## config.mk

```make
export PLATFORM = sky130hd
export DESIGN_NAME = sync_gen
export DESIGN_NICKNAME = d
export VERILOG_FILES = /design/src/rtl/sync_gen.sv
export SDC_FILE = /design/constraint.sdc
export NUM_CORES = 1
export LEC_CHECK = 0
export ABC_AREA = 1
export BUFFER_PORTS_ARGS = -buffer_cell sky130_fd_sc_hd__buf_4
export CORE_ASPECT_RATIO = 0.5
export CORE_UTILIZATION = 44
export DETAILED_ROUTE_END_ITERATION = 10
export PLACE_DENSITY = 0.67
export SYNTH_ARGS = -nofsm -noshare
export SYNTH_HDL_FRONTEND = slang
export SYNTH_SLANG_ARGS = --single-unit
```

## constraint.sdc

```tcl
create_clock -name clk -period 1.65 [get_ports clk]
set_input_delay 0.33 -clock clk [delete_from_list [all_inputs] [get_ports clk]]
set_output_delay 0.33 -clock clk [all_outputs]
set_load 0.005 [all_outputs]
```

## src/rtl/sync_gen.sv

```systemverilog
// -----------------------------------------------------------------------------
// sync_gen
// Raster timing generator. Walks a programmable horizontal/vertical raster
// (active, front porch, sync, back porch) one position per pixel clock and
// emits the {frame sync, line sync, data enable} bundle consumed downstream
// as Synci[26:24]. A frame that has started always runs to its last position;
// the run enable is only looked at there (or while idle).
//
// Ports:
//   clk        in   pixel clock
//   rst_n      in   asynchronous active-low reset
//   en         in   run enable (level)
//   Synco      out  [26] VS, [25] HS, [24] DE, all active-high
//   h_cnt      out  horizontal position of the current Synco
//   v_cnt      out  vertical position of the current Synco
//   frame_end  out  one-cycle pulse at the last raster position
//   frame_cnt  out  completed frames, wraps mod 2^16
//   busy       out  high while running
// -----------------------------------------------------------------------------
module sync_gen #(
  parameter int H_ACTIVE = 640,
  parameter int H_FP     = 16,
  parameter int H_SYNC   = 96,
  parameter int H_BP     = 48,
  parameter int V_ACTIVE = 480,
  parameter int V_FP     = 10,
  parameter int V_SYNC   = 2,
  parameter int V_BP     = 33
) (
  input  logic         clk,
  input  logic         rst_n,
  input  logic         en,
  output logic [26:24] Synco,
  output logic [15:0]  h_cnt,
  output logic [15:0]  v_cnt,
  output logic         frame_end,
  output logic [15:0]  frame_cnt,
  output logic         busy
);

  localparam int H_TOTAL = H_ACTIVE + H_FP + H_SYNC + H_BP;
  localparam int V_TOTAL = V_ACTIVE + V_FP + V_SYNC + V_BP;

  localparam logic [15:0] H_LAST     = 16'(H_TOTAL - 1);
  localparam logic [15:0] V_LAST     = 16'(V_TOTAL - 1);
  localparam logic [15:0] H_ACT_END  = 16'(H_ACTIVE);
  localparam logic [15:0] H_HS_START = 16'(H_ACTIVE + H_FP);
  localparam logic [15:0] H_HS_END   = 16'(H_ACTIVE + H_FP + H_SYNC);
  localparam logic [15:0] V_ACT_END  = 16'(V_ACTIVE);
  localparam logic [15:0] V_VS_START = 16'(V_ACTIVE + V_FP);
  localparam logic [15:0] V_VS_END   = 16'(V_ACTIVE + V_FP + V_SYNC);

  localparam logic [0:0] ST_IDLE = 1'b0;
  localparam logic [0:0] ST_RUN  = 1'b1;

  logic [0:0]  r_state;
  logic [15:0] r_h;
  logic [15:0] r_v;
  logic [2:0]  r_sync;
  logic        r_frameEnd;
  logic [15:0] r_frameCnt;

  logic [0:0]  w_nextState;
  logic [15:0] w_hNext;
  logic [15:0] w_vNext;
  logic        w_atLast;
  logic        w_nextRun;
  logic        w_de;
  logic        w_hs;
  logic        w_vs;
  logic        w_feNext;

  assign w_atLast = (r_state == ST_RUN) && (r_h == H_LAST) && (r_v == V_LAST);

  // Next raster position. The enable only matters while idle or at the very
  // last position, so dropping it mid-frame never cuts a frame short.
  always_comb begin
    w_nextState = r_state;
    w_hNext     = r_h;
    w_vNext     = r_v;
    case (r_state)
      ST_IDLE: begin
        w_hNext = 16'd0;
        w_vNext = 16'd0;
        if (en) begin
          w_nextState = ST_RUN;
        end
      end
      default: begin
        if (w_atLast) begin
          w_hNext = 16'd0;
          w_vNext = 16'd0;
          if (!en) begin
            w_nextState = ST_IDLE;
          end
        end else if (r_h == H_LAST) begin
          w_hNext = 16'd0;
          w_vNext = r_v + 16'd1;
        end else begin
          w_hNext = r_h + 16'd1;
        end
      end
    endcase
  end

  // Decode is done on the next position so that sync, position, frame_end
  // and busy all leave the same flop edge together.
  assign w_nextRun = (w_nextState == ST_RUN);
  assign w_vs = w_nextRun && (w_vNext >= V_VS_START) && (w_vNext < V_VS_END);
  assign w_hs = w_nextRun && (w_hNext >= H_HS_START) && (w_hNext < H_HS_END);
  // VS rows are never active rows, but DE is masked by VS anyway: the
  // consumer would lose its pixel-index reset if both were ever high.
  assign w_de = w_nextRun && (w_hNext < H_ACT_END) && (w_vNext < V_ACT_END) && !w_vs;
  assign w_feNext = w_nextRun && (w_hNext == H_LAST) && (w_vNext == V_LAST);

  // State, position and decoded outputs. The frame counter steps on the edge
  // that leaves the last position, whether the raster continues or stops.
  always_ff @(posedge clk or negedge rst_n) begin
    if (!rst_n) begin
      r_state    <= ST_IDLE;
      r_h        <= 16'd0;
      r_v        <= 16'd0;
      r_sync     <= 3'b000;
      r_frameEnd <= 1'b0;
      r_frameCnt <= 16'd0;
    end else begin
      r_state    <= w_nextState;
      r_h        <= w_hNext;
      r_v        <= w_vNext;
      r_sync     <= {w_vs, w_hs, w_de};
      r_frameEnd <= w_feNext;
      if (w_atLast) begin
        r_frameCnt <= r_frameCnt + 16'd1;
      end
    end
  end

  assign Synco     = r_sync;
  assign h_cnt     = r_h;
  assign v_cnt     = r_v;
  assign frame_end = r_frameEnd;
  assign frame_cnt = r_frameCnt;
  assign busy      = (r_state == ST_RUN);

endmodule
```

==> flow_summary.toml, run 1 <==
[yosys]
synth_area_leader_cell = "dfrtp_1"
yosysMostFrequentCell = "nand2_1"
syn_inst = 458
avgSynthCellArea_um2 = 7.02
synth_area_leaders = "dfrtp_1 41%, nand2_1 17%, nor2_1 8.4%"
ys_ff_latch = 53
synth.distinct_cells = 29
syn-num-nets = 465
ys.flop_type = "dfrtp_1"
async_flop_share = 1.00
synth_seq_area_share = 0.413
synth.cell_area_um2 = 3210
yosys.area.top_type_share = 0.413
synth_edf_count = 0
synthTopCellsByCount = "142 x nand2_1, 72 x nor2_1, 61 x inv_1, 53 x dfrtp_1, 37 x nand3_1"
ys_warn_count = 0

[clock_tree]
cts.sinks = 53
cts_made_buffers = 5
cts.htree.levels = 2
path_clk_slew_ns = 0.06
root_buffer = "clkbuf_16"
cts_tree = "done"
cts_buffer_depth = 2
worstSkewPairLatency_ns = 0.29
cts-hold-fix-buffers = 0

[placed_design]
numPortBuffers = 55
gp_congestion = 0.889
dp_hpwl_um = 6680

[floorplanning]
die_x_um = 123
start_util = 0.469
ios = 56
die_h_um = 62.4
core_area_um2 = 6860
dieArea_um2 = 7670
row_count = 21

[drt]
post-route-drc-count = 0
drt.antenna.violating_nets = 0
drtIter0Drc = 280
drtPass1Iterations = 4
viasPerCell = 4.74
vias = 3414
avgRoutedWirePerCell_um = 12.2
finalWirelength_um = 8760

[worst_hold_path]
worst_hold_path_type = "input pin to async pin"

[setup_path]
cp_max_fo = 5
end_kind = "register"
startpoint_type = "register"
required_ns = 1.83
crit_arrival_ns = 2.16
crit_type = "register to register"

[grt]
grt_pass1_vias = 3170
grt.overflow.total = 0
groute.layer.met1.usage = 0.350
grt_pass1_wl_um = 14700
grt_start_max_net_pins = 54
grt_most_used_layer = "met2"
grtUsageMet2 = 0.392
met3_usage = 0.0374
antenna_found_initial = 0
grt_usage = 0.245

[sta]
hold_viol = 0
relSlewSlack = 0.553
finalSetupViolCount = 23
slew_violations = 0
period_needed_ns = 1.97
tightest_slew_ns = 0.671
finClkSkew_ns = 0.00425
timing.final.crit_share = 1.20
fmax_ghz = 0.507
finalWorstSetupSlack_ns = -0.324
rsz0062_at_grt = "yes"

[final_layout]
seqCellArea_um2 = 1330
fillerInstances = 530
layout-drive-gt1-share = 0.376
n_antenna_cell = 0
num-nets-final = 635
multiInputGateArea_um2 = 1830
syn_to_final_growth_pct = 55.6
post-route-util = 0.729

[flow_run]
cap_violations = 0

[power_and_ir_drop]
totalPowerFinal_mw = 2.38
leakage_nw = 2.86
pwr_density_cell_nw_per_um2 = 476
ir_worst_vdd_mv = 0.411

[outcome]
status = "finished with violations"
violations = "negative setup slack"
==> state kept, by name (all words and copies together) (netlist names) <==
name,flops
h_cnt,16
v_cnt,16
frame_end,1
frame_cnt,16
Synco,3
busy,1
==> critical path, stage by stage, from the launching register on <==
cell and delay, ns:
dfrtp_1 0.35, ha_2 0.20, nand2_2 0.08, nor2_4 0.13, nand2_4 0.08, nor2_8 0.19, nand3_4 0.19, nor2_4 0.15
nand4_1 0.14, nor2_2 0.16, nand2_1 0.08, xnor2_1 0.12
==> final cells by class <==
type / count / share of cell area
multi-input combinational: 336 / 0.366
timing repair buffer: 168 / 0.267
sequential: 53 / 0.265
inverter: 64 / 0.0506
clock buffer: 7 / 0.0285
tap: 92 / 0.0230
==> repair_timing <==
| action | in CTS | in global routing |
|---|---|---|
| buffers inserted | 4 | 4 |
| endpoints found under the setup margin | 16 | 37 |
| hold endpoints to repair | 0 | 0 |
| cloned | 0 | 1 |
| resized for setup | 25 | 41 |
| pin swaps | 6 | 16 |
==> stage by stage <==
stage                     area (µm²)  setup WS (ns)  setup TNS (ns)  cells  hold WS [ns]
after floorplan                 3230         -0.213           -1.14    458        0.0344
after global placement          4550         -0.247           -2.30    706         0.414
after detailed placement        4550         -0.322           -2.73    706         0.423
after CTS                       4800         -0.275           -2.63    717         0.112
after global routing            5000         -0.480           -8.00    720         0.129
final                           5000         -0.324           -4.32    720        0.0610
==> where the power goes <==
group	total [mW]	internal [mW]	switching, mW
Sequential	1.30	1.30	0
Combinational	0.0280	0.00315	0.0248
Clock	1.06	0.597	0.458
==> final timing paths <==
check | start | end | slack (ns) | cells past startpoint
max | h_cnt[0] | frame_cnt[14] | -0.32 | 11
max reg2reg | h_cnt[0] | frame_cnt[14] | -0.32 | 11
max in group asynchronous | rst_n | v_cnt[5] | 1.13 | 1
min reg2reg | frame_cnt[15] | frame_cnt[15] | 0.47 | 1
min | rst_n | frame_cnt[13] | 0.06 | 1
min in group clk | en | busy | 0.25 | 3
==> logic make-up after synthesis <==
logic type	Yosys count	synth area share
adders and majority gates	4	0.0156
DFF	53	0.413
xor gates and xnor gates	20	0.0545
and+or+nand+nor	290	0.396
buffers and inverters	69	0.0833
AOI/OAI and AO/OA	22	0.0382
==> cell usage in the layout (no fill, tap or decap), types with 2 or more instances in the layout <==
| master | count |
|---|---|
| a21oi_2 | 2 |
| a21oi_1 | 6 |
| o21ai_0 | 8 |
| nand2_2 | 7 |
| o21ai_1 | 2 |
| nor2_4 | 8 |
| nor3_2 | 2 |
| xor2_1 | 11 |
| ha_2 | 3 |
| buf_6 | 5 |
| nor2_2 | 17 |
| nand3_1 | 34 |
| nand2_1 | 134 |
| nor2_1 | 53 |
| buf_4 | 159 |
| nor3_1 | 5 |
| nand2_4 | 5 |
| xnor2_2 | 3 |
| clkbuf_16 | 6 |
| nand3b_1 | 2 |
| inv_1 | 59 |
| inv_2 | 4 |
| xnor2_1 | 4 |
| nand4_1 | 15 |
| dfrtp_1 | 53 |
| xor2_2 | 2 |
| nand3_2 | 3 |
| buf_12 | 3 |
==> routing by layer <==
| layer | routed length [µm] | up-vias | part of all wire |
|---|---|---|---|
| met1 | 4220 | 1548 | 0.48 |
| met5 | 0 | - | 0 |
| met3 | 404 | 7 | 0.046 |
| li1 | - | 1777 | - |
| met2 | 4060 | 82 | 0.46 |
| met4 | 73 | 0 | 0.0083 |
No activity file was read; power rests on OpenSTA's default activity.
==> run 2: changes to the inputs <==
--- a/config.mk
+++ b/config.mk
@@ -8,9 +8,12 @@
 export ABC_AREA = 1
 export BUFFER_PORTS_ARGS = -buffer_cell sky130_fd_sc_hd__buf_4
 export CORE_ASPECT_RATIO = 0.5
+export CORE_MARGIN = 8
 export CORE_UTILIZATION = 44
 export DETAILED_ROUTE_END_ITERATION = 10
+export GPL_TIMING_DRIVEN = 0
 export PLACE_DENSITY = 0.67
+export SKIP_CTS_REPAIR_TIMING = 1
 export SYNTH_ARGS = -nofsm -noshare
 export SYNTH_HDL_FRONTEND = slang
 export SYNTH_SLANG_ARGS = --single-unit
==> run 2 against run 1 <==
  * The run still ends with negative setup slack left
  * Combinational power about the same
  * Fmax decreased by 4.6%
  * Clock skew up 0.0019 ns
  * Via count decreased by 6.4%
  * Critical path depth grew 4
  * Non-clock buffer count down 85
  * Flip-flop and latch count did not move
  * Sequential power barely moved
  * Utilization down 13 points
==> flow_summary.toml, run 2 (synthesized netlist as in run 1, its figures left out) <==
[power_and_ir_drop]
internal_power_mw = 2.01
ir_worst_vdd_mv = 0.507
pwr_density_cell_nw_per_um2 = 577
sequentialPowerShare = 0.521
switching_power_mw = 0.483
netSwitchingFraction = 0.194
pwr-share-comb = 0.011
leakage_nw = 2.38
clockPowerShare = 0.467

[sta]
period_needed_ns = 2.07
hold_viol = 0
tightest_slew_ns = 0.668
slew_violations = 0
relSlewSlack = 0.555
rsz0062_at_grt = "yes"
timing.final.crit_share = 1.25
hold_ws_ns = 0.0723
finClkSkew_ns = 0.00611
finalSetupViolCount = 34
finalWorstSetupSlack_ns = -0.419
fmax_ghz = 0.483

[drt]
avgRoutedWirePerCell_um = 13.9
drt.antenna.violating_nets = 0
drtIter0Drc = 291
post-route-drc-count = 0
viasPerCell = 5.00
drtPass1Iterations = 5
vias = 3197
finalWirelength_um = 8850

[setup_path]
r2r_slack_ns = -0.42
cp_top_family = "simple AND/OR/NAND/NOR gates"
r2r-start = "h_cnt[1]"
required_ns = 1.88
path_common_cell = "nand2_1"
startpoint_type = "register"
end_kind = "register"
crit_chain = "ha_4, nand2_4, nor2_4, nand2_4, nor2_8, buf_6, buf_6, nand2_1, nand2_1, nand3_2, nand2_2, nor2_2, nand2_2, nand2_1, nor2_1"
worst-path-buf-inv = 2
slowest_delay_ns = 0.41
setup.worst_path.start = "h_cnt[1]"
crit_arrival_ns = 2.29
crit_slowest_cell = "dfrtp_1"
cp_max_fo = 6
crit_type = "register to register"

[floorplanning]
die_x_um = 137
ios = 56
dieArea_um2 = 10500
row_count = 22
core_area_um2 = 7210
start_util = 0.446
die_h_um = 76.4

[final_layout]
n_antenna_cell = 0
layout_common_cells = "125 x nand2_1, 74 x buf_4, 60 x nor2_1"
fillerInstances = 673
final_common_cell = "nand2_1"
post-route-util = 0.598
num-nets-final = 550
layout-drive-gt1-share = 0.289
syn_to_final_growth_pct = 34.2

[clock_tree]
cts_buffer_depth = 2
cts.htree.levels = 2
cts.sinks = 53
worstSkewPairLatency_ns = 0.29
cts_tree = "done"
path_clk_slew_ns = 0.07
root_buffer = "clkbuf_16"
cts_made_buffers = 5

[placed_design]
numPortBuffers = 55
dp_hpwl_um = 6110
gp_congestion = 0.875

[grt]
grt_start_max_net_pins = 54
grt_usage = 0.159
grt_pass1_wl_um = 13700
grt_pass1_vias = 2890
grt.overflow.total = 0
antenna_found_initial = 0

[outcome]
status = "finished with violations"
violations = "negative setup slack"

[flow_run]
cap_violations = 0

[worst_hold_path]
worst_hold_path_type = "input pin to async pin"
-- run 2: power groups by stage --
stage                     combinational (mW)  clock [mW]  sequential [mW]
after floorplan                     0.000436           0             1.32
after global placement                0.0303           0             1.32
after detailed placement              0.0308           0             1.32
after CTS                             0.0304        1.18             1.30
after global routing                  0.0342        1.24             1.30
final                                 0.0281        1.16             1.30
-- run 2: cell type report --
type,count,area (µm²),share of cell area
clock inverter,2,35.0,0.00812
clock buffer,5,125,0.0290
inverter,64,240,0.0557
timing repair buffer,78,601,0.139
multi-input combinational,336,1820,0.421
sequential,53,1330,0.309
tap,96,120,0.0279
buffer,5,42.5,0.00986
-- run 2: stage by stage --
step                      setup WS (ns)  total power [mW]  cells  setup TNS [ns]  cell area, µm²
after global placement           -0.518              1.35    609           -5.27            3760
after floorplan                  -0.213              1.32    458           -1.14            3230
final                            -0.419              2.49    639           -6.00            4310
after global routing             -0.581              2.57    639          -10.76            4310
after detailed placement         -0.525              1.35    609           -5.25            3760
after CTS                        -0.561              2.51    616           -6.09            3920
-- run 2: path summary, 6_finish.rpt --
kind | end | cells after the start
min in group clk | busy | 3
min reg2reg | frame_cnt[15] | 1
max in group asynchronous | v_cnt[0] | 1
max reg2reg | Synco[24] | 15
min | frame_cnt[14] | 1
max | Synco[24] | 15
-- run 2: per-layer routing --
metal / vias up / global-route usage / share of wire
met5: - / 0 / 0
met1: 1501 / 0.211 / 0.46
met3: 6 / 0.0342 / 0.055
met2: 91 / 0.258 / 0.48
met4: 0 / 0.0334 / 0.0073
li1: 1599 / - / -
